### src/rtl/mem_pkg.sv
// Shared constants for the memory arbiter: parameter defaults and FSM state encoding.
package mem_pkg;

   localparam int DEF_XLEN     = 32;
   localparam int DEF_MAX_WAIT = 4;

   typedef logic [1:0] arb_state_t;

   localparam arb_state_t ARB_IDLE    = 2'd0;
   localparam arb_state_t ARB_BUSY_IF = 2'd1;
   localparam arb_state_t ARB_BUSY_LS = 2'd2;

endpackage

### src/rtl/mem_arbiter_if.sv
// Bundle of fetch, load/store and memory-side signals around the arbiter.
// slave: the arbiter's view; master: the requesters' and memory's view.
interface mem_arbiter_if
   import mem_pkg::*;
#(
   parameter int XLEN = DEF_XLEN
);
   // fetch requester
   logic            if_req;
   logic [XLEN-1:0] if_addr;
   logic            if_flush;
   logic            if_valid;
   logic [XLEN-1:0] if_rdata;
   logic            fetch_stall;
   // load/store requester
   logic            ls_req;
   logic            ls_we;
   logic [XLEN-1:0] ls_addr;
   logic [XLEN-1:0] ls_wdata;
   logic            ls_valid;
   logic [XLEN-1:0] ls_rdata;
   // unified memory
   logic            mem_en;
   logic            mem_we;
   logic [XLEN-1:0] mem_addr;
   logic [XLEN-1:0] mem_wdata;
   logic            mem_ready;
   logic [XLEN-1:0] mem_rdata;

   modport slave (
      input  if_req, if_addr, if_flush,
      output if_valid, if_rdata, fetch_stall,
      input  ls_req, ls_we, ls_addr, ls_wdata,
      output ls_valid, ls_rdata,
      output mem_en, mem_we, mem_addr, mem_wdata,
      input  mem_ready, mem_rdata
   );

   modport master (
      output if_req, if_addr, if_flush,
      input  if_valid, if_rdata, fetch_stall,
      output ls_req, ls_we, ls_addr, ls_wdata,
      input  ls_valid, ls_rdata,
      input  mem_en, mem_we, mem_addr, mem_wdata,
      output mem_ready, mem_rdata
   );

endinterface

### src/rtl/mem_arbiter_starve_counter.sv
// Saturating count of consecutive arbitration losses suffered by fetch.
// sat tells the arbiter that fetch must win the next arbitration.
module starve_counter
   import mem_pkg::*;
#(
   parameter int MAX_WAIT = DEF_MAX_WAIT,
   parameter int CW       = $clog2(MAX_WAIT + 1)
) (
   input  logic clock,
   input  logic reset,
   input  logic inc,
   input  logic clr,
   output logic sat
);

   localparam logic [CW-1:0] MAX_CNT = CW'(MAX_WAIT);

   logic [CW-1:0] cnt_q;
   logic [CW-1:0] cnt_d;

   // Next count: clear wins over increment; increment stops at MAX_CNT.
   always_comb begin
      cnt_d = cnt_q;
      if (clr) begin
         cnt_d = {CW{1'b0}};
      end else if (inc && (cnt_q < MAX_CNT)) begin
         cnt_d = cnt_q + CW'(1'b1);
      end else begin
         cnt_d = cnt_q;
      end
   end

   // Count register with asynchronous clear.
   always_ff @(posedge clock or posedge reset) begin
      if (reset) begin
         cnt_q <= {CW{1'b0}};
      end else begin
         cnt_q <= cnt_d;
      end
   end

   assign sat = (cnt_q >= MAX_CNT);

endmodule

### src/rtl/mem_arbiter.sv
// Arbiter sharing one variable-latency single-port memory between instruction
// fetch and load/store. Load/store has priority, fetch is forced through after
// MAX_WAIT consecutive losses, and a flushed fetch completes silently.
module mem_arbiter
   import mem_pkg::*;
#(
   parameter int XLEN     = DEF_XLEN,
   parameter int MAX_WAIT = DEF_MAX_WAIT
) (
   input  logic          clock,
   input  logic          reset,
   mem_arbiter_if.slave  bus
);

   arb_state_t state_q, state_d;

   logic            mem_en_q,    mem_en_d;
   logic            mem_we_q,    mem_we_d;
   logic [XLEN-1:0] mem_addr_q,  mem_addr_d;
   logic [XLEN-1:0] mem_wdata_q, mem_wdata_d;
   logic            if_valid_q,  if_valid_d;
   logic [XLEN-1:0] if_rdata_q,  if_rdata_d;
   logic            ls_valid_q,  ls_valid_d;
   logic [XLEN-1:0] ls_rdata_q,  ls_rdata_d;
   logic            drop_q,      drop_d;

   logic starve_sat_s;
   logic ls_win_s;
   logic if_win_s;
   logic starve_inc_s;

   // Arbitration decision, only meaningful while idle.
   assign ls_win_s     = (state_q == ARB_IDLE) && bus.ls_req &&
                         (!bus.if_req || !starve_sat_s);
   assign if_win_s     = (state_q == ARB_IDLE) && !ls_win_s &&
                         bus.if_req && !bus.if_flush;
   assign starve_inc_s = ls_win_s && bus.if_req && !bus.if_flush;

   starve_counter #(
      .MAX_WAIT (MAX_WAIT)
   ) u_starve (
      .clock (clock),
      .reset (reset),
      .inc   (starve_inc_s),
      .clr   (if_win_s),
      .sat   (starve_sat_s)
   );

   // State register.
   always_ff @(posedge clock or posedge reset) begin
      if (reset) begin
         state_q <= ARB_IDLE;
      end else begin
         state_q <= state_d;
      end
   end

   // Next state: grant from idle, return to idle on memory completion.
   always_comb begin
      state_d = state_q;
      case (state_q)
         ARB_IDLE: begin
            if (ls_win_s) begin
               state_d = ARB_BUSY_LS;
            end else if (if_win_s) begin
               state_d = ARB_BUSY_IF;
            end else begin
               state_d = ARB_IDLE;
            end
         end
         ARB_BUSY_IF, ARB_BUSY_LS: begin
            if (bus.mem_ready) begin
               state_d = ARB_IDLE;
            end else begin
               state_d = state_q;
            end
         end
         default: begin
            state_d = ARB_IDLE;
         end
      endcase
   end

   // Output/datapath next values: launch access on grant, capture on completion.
   always_comb begin
      mem_en_d    = mem_en_q;
      mem_we_d    = mem_we_q;
      mem_addr_d  = mem_addr_q;
      mem_wdata_d = mem_wdata_q;
      if_valid_d  = 1'b0;
      if_rdata_d  = if_rdata_q;
      ls_valid_d  = 1'b0;
      ls_rdata_d  = ls_rdata_q;
      drop_d      = drop_q;
      case (state_q)
         ARB_IDLE: begin
            drop_d = 1'b0;
            if (ls_win_s) begin
               mem_en_d    = 1'b1;
               mem_we_d    = bus.ls_we;
               mem_addr_d  = bus.ls_addr;
               mem_wdata_d = bus.ls_wdata;
            end else if (if_win_s) begin
               mem_en_d    = 1'b1;
               mem_we_d    = 1'b0;
               mem_addr_d  = bus.if_addr;
               mem_wdata_d = {XLEN{1'b0}};
            end else begin
               mem_en_d = 1'b0;
               mem_we_d = 1'b0;
            end
         end
         ARB_BUSY_IF: begin
            if (bus.mem_ready) begin
               mem_en_d = 1'b0;
               mem_we_d = 1'b0;
               drop_d   = 1'b0;
               // A flush seen during the access or on this edge discards the result.
               if (!(drop_q || bus.if_flush)) begin
                  if_valid_d = 1'b1;
                  if_rdata_d = bus.mem_rdata;
               end else begin
                  if_valid_d = 1'b0;
                  if_rdata_d = if_rdata_q;
               end
            end else begin
               drop_d = drop_q | bus.if_flush;
            end
         end
         ARB_BUSY_LS: begin
            if (bus.mem_ready) begin
               mem_en_d   = 1'b0;
               mem_we_d   = 1'b0;
               ls_valid_d = 1'b1;
               // Stores leave the load data register untouched.
               if (!mem_we_q) begin
                  ls_rdata_d = bus.mem_rdata;
               end else begin
                  ls_rdata_d = ls_rdata_q;
               end
            end else begin
               ls_valid_d = 1'b0;
            end
         end
         default: begin
            mem_en_d = 1'b0;
            mem_we_d = 1'b0;
            drop_d   = 1'b0;
         end
      endcase
   end

   // Output and capture registers, all cleared by the asynchronous reset.
   always_ff @(posedge clock or posedge reset) begin
      if (reset) begin
         mem_en_q    <= 1'b0;
         mem_we_q    <= 1'b0;
         mem_addr_q  <= {XLEN{1'b0}};
         mem_wdata_q <= {XLEN{1'b0}};
         if_valid_q  <= 1'b0;
         if_rdata_q  <= {XLEN{1'b0}};
         ls_valid_q  <= 1'b0;
         ls_rdata_q  <= {XLEN{1'b0}};
         drop_q      <= 1'b0;
      end else begin
         mem_en_q    <= mem_en_d;
         mem_we_q    <= mem_we_d;
         mem_addr_q  <= mem_addr_d;
         mem_wdata_q <= mem_wdata_d;
         if_valid_q  <= if_valid_d;
         if_rdata_q  <= if_rdata_d;
         ls_valid_q  <= ls_valid_d;
         ls_rdata_q  <= ls_rdata_d;
         drop_q      <= drop_d;
      end
   end

   assign bus.mem_en      = mem_en_q;
   assign bus.mem_we      = mem_we_q;
   assign bus.mem_addr    = mem_addr_q;
   assign bus.mem_wdata   = mem_wdata_q;
   assign bus.if_valid    = if_valid_q;
   assign bus.if_rdata    = if_rdata_q;
   assign bus.ls_valid    = ls_valid_q;
   assign bus.ls_rdata    = ls_rdata_q;
   assign bus.fetch_stall = bus.if_req & ~if_valid_q;

endmodule
### src/flat_wrapper.sv
// flat-port wrapper written by rule: the top's interface ports become plain ports
module mem_arbiter_flat import mem_pkg::*;
#(
   parameter int XLEN     = DEF_XLEN,
   parameter int MAX_WAIT = DEF_MAX_WAIT
)
  (clock, reset, bus_if_req, bus_if_addr, bus_if_flush, bus_if_valid, bus_if_rdata, bus_fetch_stall, bus_ls_req, bus_ls_we, bus_ls_addr, bus_ls_wdata, bus_ls_valid, bus_ls_rdata, bus_mem_en, bus_mem_we, bus_mem_addr, bus_mem_wdata, bus_mem_ready, bus_mem_rdata);
  mem_arbiter_if #(.XLEN(XLEN)) bus_i ();
  input  logic clock;
  input  logic reset;
  input wire logic [$bits(bus_i.if_req)-1:0] bus_if_req;
  input wire logic [$bits(bus_i.if_addr)-1:0] bus_if_addr;
  input wire logic [$bits(bus_i.if_flush)-1:0] bus_if_flush;
  output wire logic [$bits(bus_i.if_valid)-1:0] bus_if_valid;
  output wire logic [$bits(bus_i.if_rdata)-1:0] bus_if_rdata;
  output wire logic [$bits(bus_i.fetch_stall)-1:0] bus_fetch_stall;
  input wire logic [$bits(bus_i.ls_req)-1:0] bus_ls_req;
  input wire logic [$bits(bus_i.ls_we)-1:0] bus_ls_we;
  input wire logic [$bits(bus_i.ls_addr)-1:0] bus_ls_addr;
  input wire logic [$bits(bus_i.ls_wdata)-1:0] bus_ls_wdata;
  output wire logic [$bits(bus_i.ls_valid)-1:0] bus_ls_valid;
  output wire logic [$bits(bus_i.ls_rdata)-1:0] bus_ls_rdata;
  output wire logic [$bits(bus_i.mem_en)-1:0] bus_mem_en;
  output wire logic [$bits(bus_i.mem_we)-1:0] bus_mem_we;
  output wire logic [$bits(bus_i.mem_addr)-1:0] bus_mem_addr;
  output wire logic [$bits(bus_i.mem_wdata)-1:0] bus_mem_wdata;
  input wire logic [$bits(bus_i.mem_ready)-1:0] bus_mem_ready;
  input wire logic [$bits(bus_i.mem_rdata)-1:0] bus_mem_rdata;
  assign bus_i.if_req = bus_if_req;
  assign bus_i.if_addr = bus_if_addr;
  assign bus_i.if_flush = bus_if_flush;
  assign bus_if_valid = bus_i.if_valid;
  assign bus_if_rdata = bus_i.if_rdata;
  assign bus_fetch_stall = bus_i.fetch_stall;
  assign bus_i.ls_req = bus_ls_req;
  assign bus_i.ls_we = bus_ls_we;
  assign bus_i.ls_addr = bus_ls_addr;
  assign bus_i.ls_wdata = bus_ls_wdata;
  assign bus_ls_valid = bus_i.ls_valid;
  assign bus_ls_rdata = bus_i.ls_rdata;
  assign bus_mem_en = bus_i.mem_en;
  assign bus_mem_we = bus_i.mem_we;
  assign bus_mem_addr = bus_i.mem_addr;
  assign bus_mem_wdata = bus_i.mem_wdata;
  assign bus_i.mem_ready = bus_mem_ready;
  assign bus_i.mem_rdata = bus_mem_rdata;
  mem_arbiter #(.XLEN(XLEN), .MAX_WAIT(MAX_WAIT)) u_core (.clock(clock), .reset(reset), .bus(bus_i));
endmodule
### config.mk
export PLATFORM = sky130hd
export DESIGN_NAME = mem_arbiter_flat
export DESIGN_NICKNAME = d
export VERILOG_FILES = /design/src/rtl/mem_pkg.sv /design/src/rtl/mem_arbiter_if.sv /design/src/rtl/mem_arbiter_starve_counter.sv /design/src/rtl/mem_arbiter.sv /design/src/flat_wrapper.sv
export SDC_FILE = /design/constraint.sdc
export NUM_CORES = 1
export LEC_CHECK = 0
export BUFFER_PORTS_ARGS = -buffer_cell sky130_fd_sc_hd__buf_2
export CAP_MARGIN = 15
export CORE_MARGIN = 3
export CORE_UTILIZATION = 48
export CTS_BUF_LIST = sky130_fd_sc_hd__clkbuf_4 sky130_fd_sc_hd__clkbuf_8
export DETAILED_ROUTE_END_ITERATION = 10
export GPL_TIMING_DRIVEN = 0
export MAX_ROUTING_LAYER = met4
export PLACE_DENSITY_LB_ADDON = 0.05
export SYNTH_ARGS = -nofsm -noshare
export SYNTH_HDL_FRONTEND = slang
export SYNTH_SLANG_ARGS = --single-unit
### constraint.sdc
create_clock -name clock -period 6.21 [get_ports clock]
set_input_delay 0.9315 -clock clock [delete_from_list [all_inputs] [get_ports clock]]
set_output_delay 0.9315 -clock clock [all_outputs]
set_load 0.005 [all_outputs]
# --- Yosys cells after proc, flatten, opt, wreduce, memory -nomap -nowiden ---
# Cells that the tools add are included.
op_classes:
  add_sub_neg: 1
  magnitude_cmp: 2
  eq_ne: 3
  n_mux: 23
  n_bitwise: 5
  reduce_logical: 21
op_table:
  columns: ["operator", "n"]
  rows:
  - ["32-bit 2-to-1 mux", 4]
  - ["1-bit 2-to-1 mux", 11]
  - ["1-bit logical AND", 8]
  - ["3-bit 2-to-1 mux", 2]
  - ["1-bit one-hot mux with 2 select lines", 3]
  - ["3-bit AND reduction", 2]
  - ["1-bit zero test", 4]
  - ["2-bit 2-to-1 mux", 2]
  - ["2-bit one-hot mux with 2 select lines", 1]
  - ["2-bit nonzero test", 2]
  - ["3-bit by 1-bit adder with 3-bit output (second input constant)", 1]
  - ["3-bit greater-or-equal comparator (second input constant)", 1]
  - ["3-bit less-than comparator (second input constant)", 1]
  - ["1-bit NOT", 3]
  - ["2-bit by 1-bit == test with 1-bit output (second input constant)", 1]
  - ["2-bit == test (second input constant)", 1]
  - ["2-bit zero test", 1]
  - ["1-bit logical OR", 2]
  - ["2-bit by 1-bit inequality test with 1-bit output (second input constant)", 1]
  - ["2-bit AND reduction", 1]
  - ["2-bit OR reduction", 1]
  - ["1-bit bitwise AND", 1]
  - ["1-bit OR", 1]
word_totals:
  register_bits: 138
  in_bits: 135
  output_inout_bits: 133
  elab_cells: 66

# --- Depth between registers and ports, before layout ---
# Gate-level depths: netlist (run 1).
depth:
  word_depth: 11
  ltp_mapped: 7
  depth_no_buf: 5

# --- Modules after synthesis ---
# Synthesis (run 1) repeated with hierarchy kept, for this count alone.
unflattened:
  hier_cells: 400
  hier_area_um2: 5729.2
by_module_without_submodules:
  columns: ["module", "instances", "cells_each", "area_each_um2", "seq_area_each_um2"]
  rows:
  - ["mem_arbiter", 1, 383, 5547.8, 3378.2]
  - ["starve_counter", 1, 17, 181.4, 75.1]

# --- Worst setup path before layout (run 1) ---
# No wires, ideal clock.
synth_timing:
  path_kind: "input to output"
  start: "input bus_if_req"
  end: "output bus_fetch_stall"
  t_arrival_ns: 1.063
  t_required_ns: 5.278
  setup_slack_ns: 4.216
  stages: 1
  path_buffers: 0
  cell_sequence: "nor2b_1"
synth_via:
  elab_chain_cells: 1
synth_rtl:
  columns: ["item", "line_no", "rtl"]
  rows:
  - ["from (decl)", "flat_wrapper.sv:11", "input wire logic [$bits(bus_i.if_req)-1:0] bus_if_req;"]
  - ["1-bit bitwise AND", "mem_arbiter.sv:186", "assign bus.fetch_stall = bus.if_req & ~if_valid_q;"]
  - ["to (decl)", "flat_wrapper.sv:16", "output wire logic [$bits(bus_i.fetch_stall)-1:0] bus_fetch_stall;"]
# No other way between the ends.

# --- Worst setup path after layout (run 1) ---
# Ends and elaborated chain as after synthesis.

==> results of run 1 <==
## cells by family after synthesis
kind of cell	Yosys count	synth area share, %
mux	96	18.9
compound gates	75	9.73
buf+inv	30	4.17
fa+ha+maj	4	0.901
flops	138	62.2
simple gates	51	4.17
## per-layer routing
| metal | share of wire [%] | GRT usage [%] |
|---|---|---|
| met1 | 40 | 27.2 |
| met2 | 51 | 37.4 |
| met3 | 7.3 | 5.15 |
| met4 | 1.4 | 7.77 |
| met5 | 0 | - |
## metrics by stage
step	util (%)	hold WS, ns
final	67.6	0.477
after global routing	67.6	0.496
after detailed placement	64.1	0.465
after global placement	63.8	0.461
after floorplan	-	0.461
after CTS	67.6	0.480
## area by class of cell
class / count / area share (%)
plain buffers: 26 / 2.89
clock buffers: 22 / 3.96
clock inverters: 10 / 1.22
inverters: 4 / 0.267
multi-input cells: 226 / 25.0
flip-flops and latches: 138 / 46.1
well taps: 140 / 2.34
repair buffers: 268 / 18.2
## sequential cells by signal (all words and copies together), names as in the netlist, 2 cells and up
signal                 count
u_core.bus.if_rdata       32
u_core.bus.ls_rdata       32
u_core.bus.mem_addr       32
u_core.bus.mem_wdata      32
u_core.state_q             2
u_core.u_starve.cnt_q      3
## cells in the mapped netlist, drive strengths merged
cell type	number
a21boi	1
a21oi	2
a22o	32
a32o	1
and2	2
and2b	1
and4bb	1
buf	23
clkbuf	3
dfrtp	138
ha	4
inv	4
mux2	64
mux2i	32
nand2	42
nand2b	2
nand4	1
nor2b	2
o21ai	38
o31ai	1
## power groups by stage
stage / Combinational (µW) / Sequential [µW] / Clock, µW
final: 1310 / 1520 / 693
after global routing: 1450 / 1580 / 755
after CTS: 1340 / 1530 / 714
after detailed placement: 1350 / 1530 / 0
after global placement: 1310 / 1520 / 0
after floorplan: 668 / 1560 / 0
## worst max-delay path, cell delays in order
cell and delay, ns:
sky130_fd_sc_hd__buf_2 0.15, sky130_fd_sc_hd__nor2b_1 0.13, sky130_fd_sc_hd__buf_2 0.11
## how the worst max path moves through the flow
stage	to	slack, ns	depth (start not counted)
6_report	bus_fetch_stall	3.95	3
2_1_floorplan	u_core.bus.if_rdata[0]$_DFFE_PP0P_	1.58	1
4_1_cts	bus_fetch_stall	3.95	3
5_1_grt	bus_fetch_stall	3.92	3
3_3_place_gp	u_core.bus.ls_rdata[22]$_DFFE_PP0P_	0.21	2
3_5_place_dp	bus_fetch_stall	3.95	3
## cells in the final DEF (no fill, tap or decap), types with 2 or more instances in the layout
cell type / Yosys / routed
sky130_fd_sc_hd__a21oi_1: 2 / 2
sky130_fd_sc_hd__buf_4: 6 / 6
sky130_fd_sc_hd__ha_1: 4 / 4
sky130_fd_sc_hd__nand2b_1: 2 / 2
sky130_fd_sc_hd__mux2_4: 2 / 2
sky130_fd_sc_hd__clkbuf_8: 0 / 21
sky130_fd_sc_hd__buf_2: 5 / 272
sky130_fd_sc_hd__mux2i_1: 32 / 32
sky130_fd_sc_hd__and2_1: 2 / 2
sky130_fd_sc_hd__a22o_1: 32 / 32
sky130_fd_sc_hd__clkbuf_1: 3 / 3
sky130_fd_sc_hd__o21ai_0: 30 / 30
sky130_fd_sc_hd__clkinvlp_4: 0 / 5
sky130_fd_sc_hd__dfrtp_1: 138 / 138
sky130_fd_sc_hd__o21ai_1: 5 / 5
sky130_fd_sc_hd__mux2_1: 6 / 6
sky130_fd_sc_hd__o21ai_2: 2 / 2
sky130_fd_sc_hd__nor2b_1: 2 / 2
sky130_fd_sc_hd__buf_6: 12 / 12
sky130_fd_sc_hd__mux2_2: 56 / 56
sky130_fd_sc_hd__nand2_1: 41 / 41
sky130_fd_sc_hd__inv_1: 4 / 3
sky130_fd_sc_hd__clkinv_2: 0 / 3
sky130_fd_sc_hd__inv_6: 0 / 2
==> flow_summary.toml, run 1 <==
[final_layout]
seqCellArea_mm2 = 0.00345
finalNetCount = 820
area_growth_syn_to_layout_pct = 34.8
n_antenna_cell = 0
drive_above_1_share_pct = 56.1
stdcell_area_mm2 = 0.00749
total_of_fill_cells_in_the_finished_design = 851
finalNonFillerCells = 834
multi_input_comb_area_mm2 = 0.00187

[floorplanning]
floorplan.core_area_mm2 = 0.0111
chipHeight_um = 114
core.rowCount = 38
fp.dieArea_mm2 = 0.0129
die_width_um = 114
top_level_ports = 268
initial_utilization_pct = 50.1

[clocking]
cts.htree.levels = 4
cts_repair_resize_count = 0
clock_pin_slew_of_the_registers_on_the_worst_case_setup_and_hold_paths_ns = 0.07
cts_hold_buf = 0
total_setup_buffers_inserted_after_cts = 0
clock_tree_from_tritoncts = "done"
longest_clk_path_bufs = 2
tritoncts_num_sinks = 138
worst_skew_pair.late_latency_ns = 0.43
cts_root_buf = "sky130_fd_sc_hd__clkbuf_8"
numCtsBuffers = 17

[critical_path]
worst_setup_path_end_kind = "primary output"
worst_ep_arrival_time_ns = 1.33
r2r_cells = 6
critPathLaunchType = "input port"
timing.rr.start = "u_core.state_q[1]$_DFFE_PP0P_"
worst_setup_path_startpoint = "bus_if_req"
flop_to_flop_setup_slack_ns = 4.54
worstPathMaxFanout = 3
critical_path.reg2reg.endpoint = "u_core.bus.if_rdata[8]$_DFFE_PP0P_"
critPathKind = "in2out"
cp_data_required_time_ns = 5.28

[global_routing]
grt_pass1_wl_um = 21900
largest_net_degree_at_the_start_of_global_routing = 84
global_route.overflow_total = 0
grt_pass1_vias = 4367
antenna_found_initial = 0
grt_util_all_layers_pct = 22.5

[place]
placement.cell_area_mm2 = 0.00710
place.port_buffers = 267
detailed_placer_s_ending_hpwl_um = 10600
place.detailed.instances = 802
dp_worst_setup_slack_ns = 3.95
place_congestion = 0.786

[power]
leakagePower_uw = 0.00404
total_power_uw = 3530
share_clk_of_total_power_pct = 19.6
power.density_cell_area_mw_per_mm2 = 472
power_frac_seq_pct = 43.2
power.ir.vdd_worst_mv = 0.231
internal_power_uw = 2380
power_switching_share_pct = 32.4
share_comb_of_total_power_pct = 37.2
total_switching_power_uw = 1150

[synth]
largest_area_contributor_in_the_synthesized_netlist = "sky130_fd_sc_hd__dfrtp_1"
syn_nets = 533
ys_warn_count = 0
area_fraction_of_the_dominant_cell_type_after_synthesis_pct = 62.2
netlist-cell-type-count = 28
postSynthAreaPerCell_um2 = 14.1
synthesis_stage_register_bit_count = 138
synth.top_cells.by_area = "sky130_fd_sc_hd__dfrtp_1, sky130_fd_sc_hd__mux2_2, sky130_fd_sc_hd__mux2i_1, sky130_fd_sc_hd__a22o_1, sky130_fd_sc_hd__nand2_1"
synth_cells = 394
post_synth_instance_area_mm2 = 0.00556
ys_seq_area_share_pct = 62.2

[detailed_routing]
drc = 0
drt-total-wl_um = 13700
ant_nets = 0
first_pass_iters = 5
routed-via-count = 4146
wire_per_inst_um = 16.5
vias_per_cell = 4.97
detail_route.iter0.violations = 253

[timing]
hold_viol_final = 0
timing.setup.tns_ns = 0
final.period_utilization_pct = 36.4
pnr_worst_setup_slack_ns = 3.95
final-setup-viol-count = 0
grt_setup_unrepaired = "false"
slew_viol_final = 0
slew_headroom_pct = 50.2
min_period_ns = 2.26
max_freq_mhz = 443
fin_worst_skew_ns = 0.0116
timing_worst_slew_pin_value_ns = 0.747

[worst_hold_path]
timing.hold.worst_path_depth = 2
hold_path.class = "reg2reg"
hold-path-endpoint = "u_core.bus.mem_addr[8]$_DFFE_PP0P_"
hold_path_startpoint = "u_core.bus.mem_addr[8]$_DFFE_PP0P_"

[status]
outcome = "complete, no violations"

[run]
maxCapViolCount = 0
Note: power is estimated with default switching activity, not from simulation.
==> run 2: changes to the inputs <==
--- a/config.mk
+++ b/config.mk
@@ -5,10 +5,11 @@
 export SDC_FILE = /design/constraint.sdc
 export NUM_CORES = 1
 export LEC_CHECK = 0
+export ABC_AREA = 1
 export BUFFER_PORTS_ARGS = -buffer_cell sky130_fd_sc_hd__buf_2
 export CAP_MARGIN = 15
 export CORE_MARGIN = 3
-export CORE_UTILIZATION = 48
+export CORE_UTILIZATION = 44
 export CTS_BUF_LIST = sky130_fd_sc_hd__clkbuf_4 sky130_fd_sc_hd__clkbuf_8
 export DETAILED_ROUTE_END_ITERATION = 10
 export GPL_TIMING_DRIVEN = 0
==> constraint.sdc (replaced) <==
create_clock -name clock -period 1.9 [get_ports clock]
set_input_delay 0.285 -clock clock [delete_from_list [all_inputs] [get_ports clock]]
set_output_delay 0.285 -clock clock [all_outputs]
set_load 0.005 [all_outputs]
==> flow_summary.toml, run 2 <==
[critical_path]
timing.rr.start = "u_core.state_q[0]$_DFFE_PP0P_"
crit_path_max_incr_delay_ns = 0.40
critPathLaunchType = "flip-flop"
critical_path_buf_inv_count = 3
cp_data_required_time_ns = 2.20
flop_to_flop_setup_slack_ns = 0.18
cp_top_family = "buffers and inverters"
worst_setup_path_end_kind = "flip-flop"
path_cells = "inv_1 > ha_1 > nand2_1 > inv_1 > nand2_1 > clkbuf_1 > o21ai_0"
r2r_cells = 7
worst_ep_arrival_time_ns = 2.02
critical_path.reg2reg.endpoint = "u_core.bus.ls_rdata[18]$_DFFE_PP0P_"
worstPathMaxFanout = 10
cp_slowest_cell = "sky130_fd_sc_hd__clkbuf_1"
critPathKind = "reg2reg"

[timing]
slew_viol_final = 0
min_period_ns = 1.72
fin_worst_skew_ns = 0.00762
whs_ns = 0.0363
hold_viol_final = 0
final-setup-viol-count = 0
timing_worst_slew_pin_value_ns = 0.895
final.period_utilization_pct = 90.8
max_freq_mhz = 580
slew_headroom_pct = 40.2

[floorplanning]
core.rowCount = 41
die_width_um = 121
top_level_ports = 268
floorplan.core_area_mm2 = 0.0128
chipHeight_um = 121
fp.dieArea_mm2 = 0.0147
initial_utilization_pct = 45.7

[global_routing]
global_route.overflow_total = 0
grt_pass1_vias = 5098
grt-busiest-layer = "met2"
grt_pass1_wl_um = 25100
grt_util_all_layers_pct = 22.3
grt_util_met3_pct = 5.69
largest_net_degree_at_the_start_of_global_routing = 41
gr-usage-met1_pct = 28.5
antenna_found_initial = 1
grt_util_met2_pct = 35.3

[synth]
adder_and_majority_gate_portion_of_the_synthesized_area_pct = 0.855
netlist-cell-type-count = 18
post_synth_and_or_nand_nor_area_fraction_pct = 23.8
area_fraction_of_the_dominant_cell_type_after_synthesis_pct = 59.0
yosysMostFrequentCell = "sky130_fd_sc_hd__nand2_1"
synth.top_cells.by_area = "sky130_fd_sc_hd__dfrtp_1, sky130_fd_sc_hd__nand2_1, sky130_fd_sc_hd__inv_1, sky130_fd_sc_hd__o21ai_0, sky130_fd_sc_hd__nand3_1"
synth_top_family_by_area = "simple AND/OR/NAND/NOR gates"
synth_top_cells_by_count = "sky130_fd_sc_hd__nand2_1, sky130_fd_sc_hd__dfrtp_1, sky130_fd_sc_hd__inv_1"
multiplexer_share_of_the_synthesized_area_pct = 0
post_synth_instance_area_mm2 = 0.00586
ys_seq_area_share_pct = 59.0
largest_area_contributor_in_the_synthesized_netlist = "sky130_fd_sc_hd__dfrtp_1"
postSynthAreaPerCell_um2 = 8.34
asr_flop_ratio_synth_pct = 100
synthesis_stage_register_bit_count = 138
synth-compound-area-share_pct = 6.15
post_synth_xor_area_fraction_pct = 0
synth_cells = 702
ys_warn_count = 0
syn_nets = 841
number_of_synthesized_flops_with_an_enable_pin = 0
prevailing_post_synth_register_cell = "sky130_fd_sc_hd__dfrtp_1"

[clocking]
clock_pin_slew_of_the_registers_on_the_worst_case_setup_and_hold_paths_ns = 0.08
tritoncts_num_sinks = 138
total_setup_buffers_inserted_after_cts = 0
worst_skew_pair.late_latency_ns = 0.43
numCtsBuffers = 17
cts.htree.levels = 4
longest_clk_path_bufs = 2
cts_root_buf = "sky130_fd_sc_hd__clkbuf_8"
clock_tree_from_tritoncts = "done"

[run]
maxCapViolCount = 0

[detailed_routing]
routed-via-count = 5414
vias_per_cell = 4.60
ant_nets = 0
drc = 0
drt-total-wl_um = 16100
first_pass_iters = 5
wire_per_inst_um = 13.7
detail_route.iter0.violations = 322

[final_layout]
layout.cells.most_common_list = "sky130_fd_sc_hd__buf_2, sky130_fd_sc_hd__nand2_1, sky130_fd_sc_hd__dfrtp_1, sky130_fd_sc_hd__inv_1, sky130_fd_sc_hd__o21ai_0"
drive_above_1_share_pct = 32.7
area_growth_syn_to_layout_pct = 34.8
fin_util_pct = 61.6
stdcell_area_mm2 = 0.00790
finalNetCount = 1130
layout.cells.most_common = "sky130_fd_sc_hd__buf_2"

[place]
detailed_placer_s_ending_hpwl_um = 12200
placement.cell_area_mm2 = 0.00747
place.port_buffers = 267
place_congestion = 0.805

[worst_hold_path]
hold_path.class = "in2async"

[power]
power.density_cell_area_mw_per_mm2 = 1480
power.ir.vdd_worst_mv = 0.734
total_power_uw = 11700
leakagePower_uw = 0.00480

[status]
outcome = "complete, no violations"
[run 2: cell count changes after synthesis, sizes merged, moves of 3 or more]
cell,change
nand2,+228
inv,+107
buf,-8
mux2,-64
a22o,-32
mux2i,-32
nand3,+68
o21ai,+31
clkbuf,+16
nor2,+3
[run 2: cell families (layout without fill, tap and decap cells)]
group | Yosys count | count (layout)
and+or+nand+nor | 344 | 344
adders and majority gates | 4 | 4
buffers and inverters | 145 | 446
other | 0 | 1
AOI/OAI and AO/OA | 71 | 71
DFF | 138 | 138
[run 2: metrics by stage]
stage                     TNS, ns  instances  worst slack [ns]
after floorplan            -14.64        702            -0.106
after global placement    -143.51       1141             -1.04
after detailed placement        0       1144            0.0259
after CTS                       0       1175           0.00581
after global routing      -0.0152       1176           -0.0128
final                           0       1176             0.175
[run 2: timing repair]
item | in CTS | in global routing
gates resized for setup | 0 | 16
hold buffers | 0 | 0
endpoints found under the setup margin | 0 | 44
[run 2: worst max path at each step]
stage / cells after the start / slack [ns] / to / from
global placement: 2 / -1.04 / u_core.bus.if_rdata[2]$_DFFE_PP0P_ / reset
floorplan: 1 / -0.11 / u_core.bus.if_rdata[0]$_DFFE_PP0P_ / reset
detailed placement: 7 / 0.03 / u_core.bus.mem_wdata[0]$_DFFE_PP0P_ / u_core.state_q[0]$_DFFE_PP0P_
CTS: 7 / 0.006 / u_core.bus.mem_wdata[0]$_DFFE_PP0P_ / u_core.state_q[0]$_DFFE_PP0P_
global route: 8 / -0.01 / u_core.bus.mem_addr[2]$_DFFE_PP0P_ / u_core.state_q[0]$_DFFE_PP0P_
finish: 7 / 0.18 / u_core.bus.ls_rdata[18]$_DFFE_PP0P_ / u_core.state_q[0]$_DFFE_PP0P_
[run 2: final cells by class]
cell class / instances / area, µm²
fillers: 1228 / 4930
flip-flops and latches: 138 / 3450
multi-input cells: 419 / 1820
repair buffers: 270 / 1400
inverters: 111 / 423
clock buffers: 18 / 248
well taps: 172 / 215
plain buffers: 34 / 190
clock inverters: 13 / 153
diodes: 1 / 2.50
[run 2: power breakdown]
| group | switching, µW | internal, µW | leakage, µW |
|---|---|---|---|
| clock | 1100 | 1310 | 0.000192 |
| combinational | 2450 | 1870 | 0.00287 |
| sequential | 662 | 4260 | 0.00174 |
| total | 4210 | 7440 | 0.00480 |
[run 2: layer usage]
layer	up-vias	wire length [µm]
li1	2713	-
met1	2476	6970
met2	199	7590
met3	26	1250
met4	0	310
met5	-	0
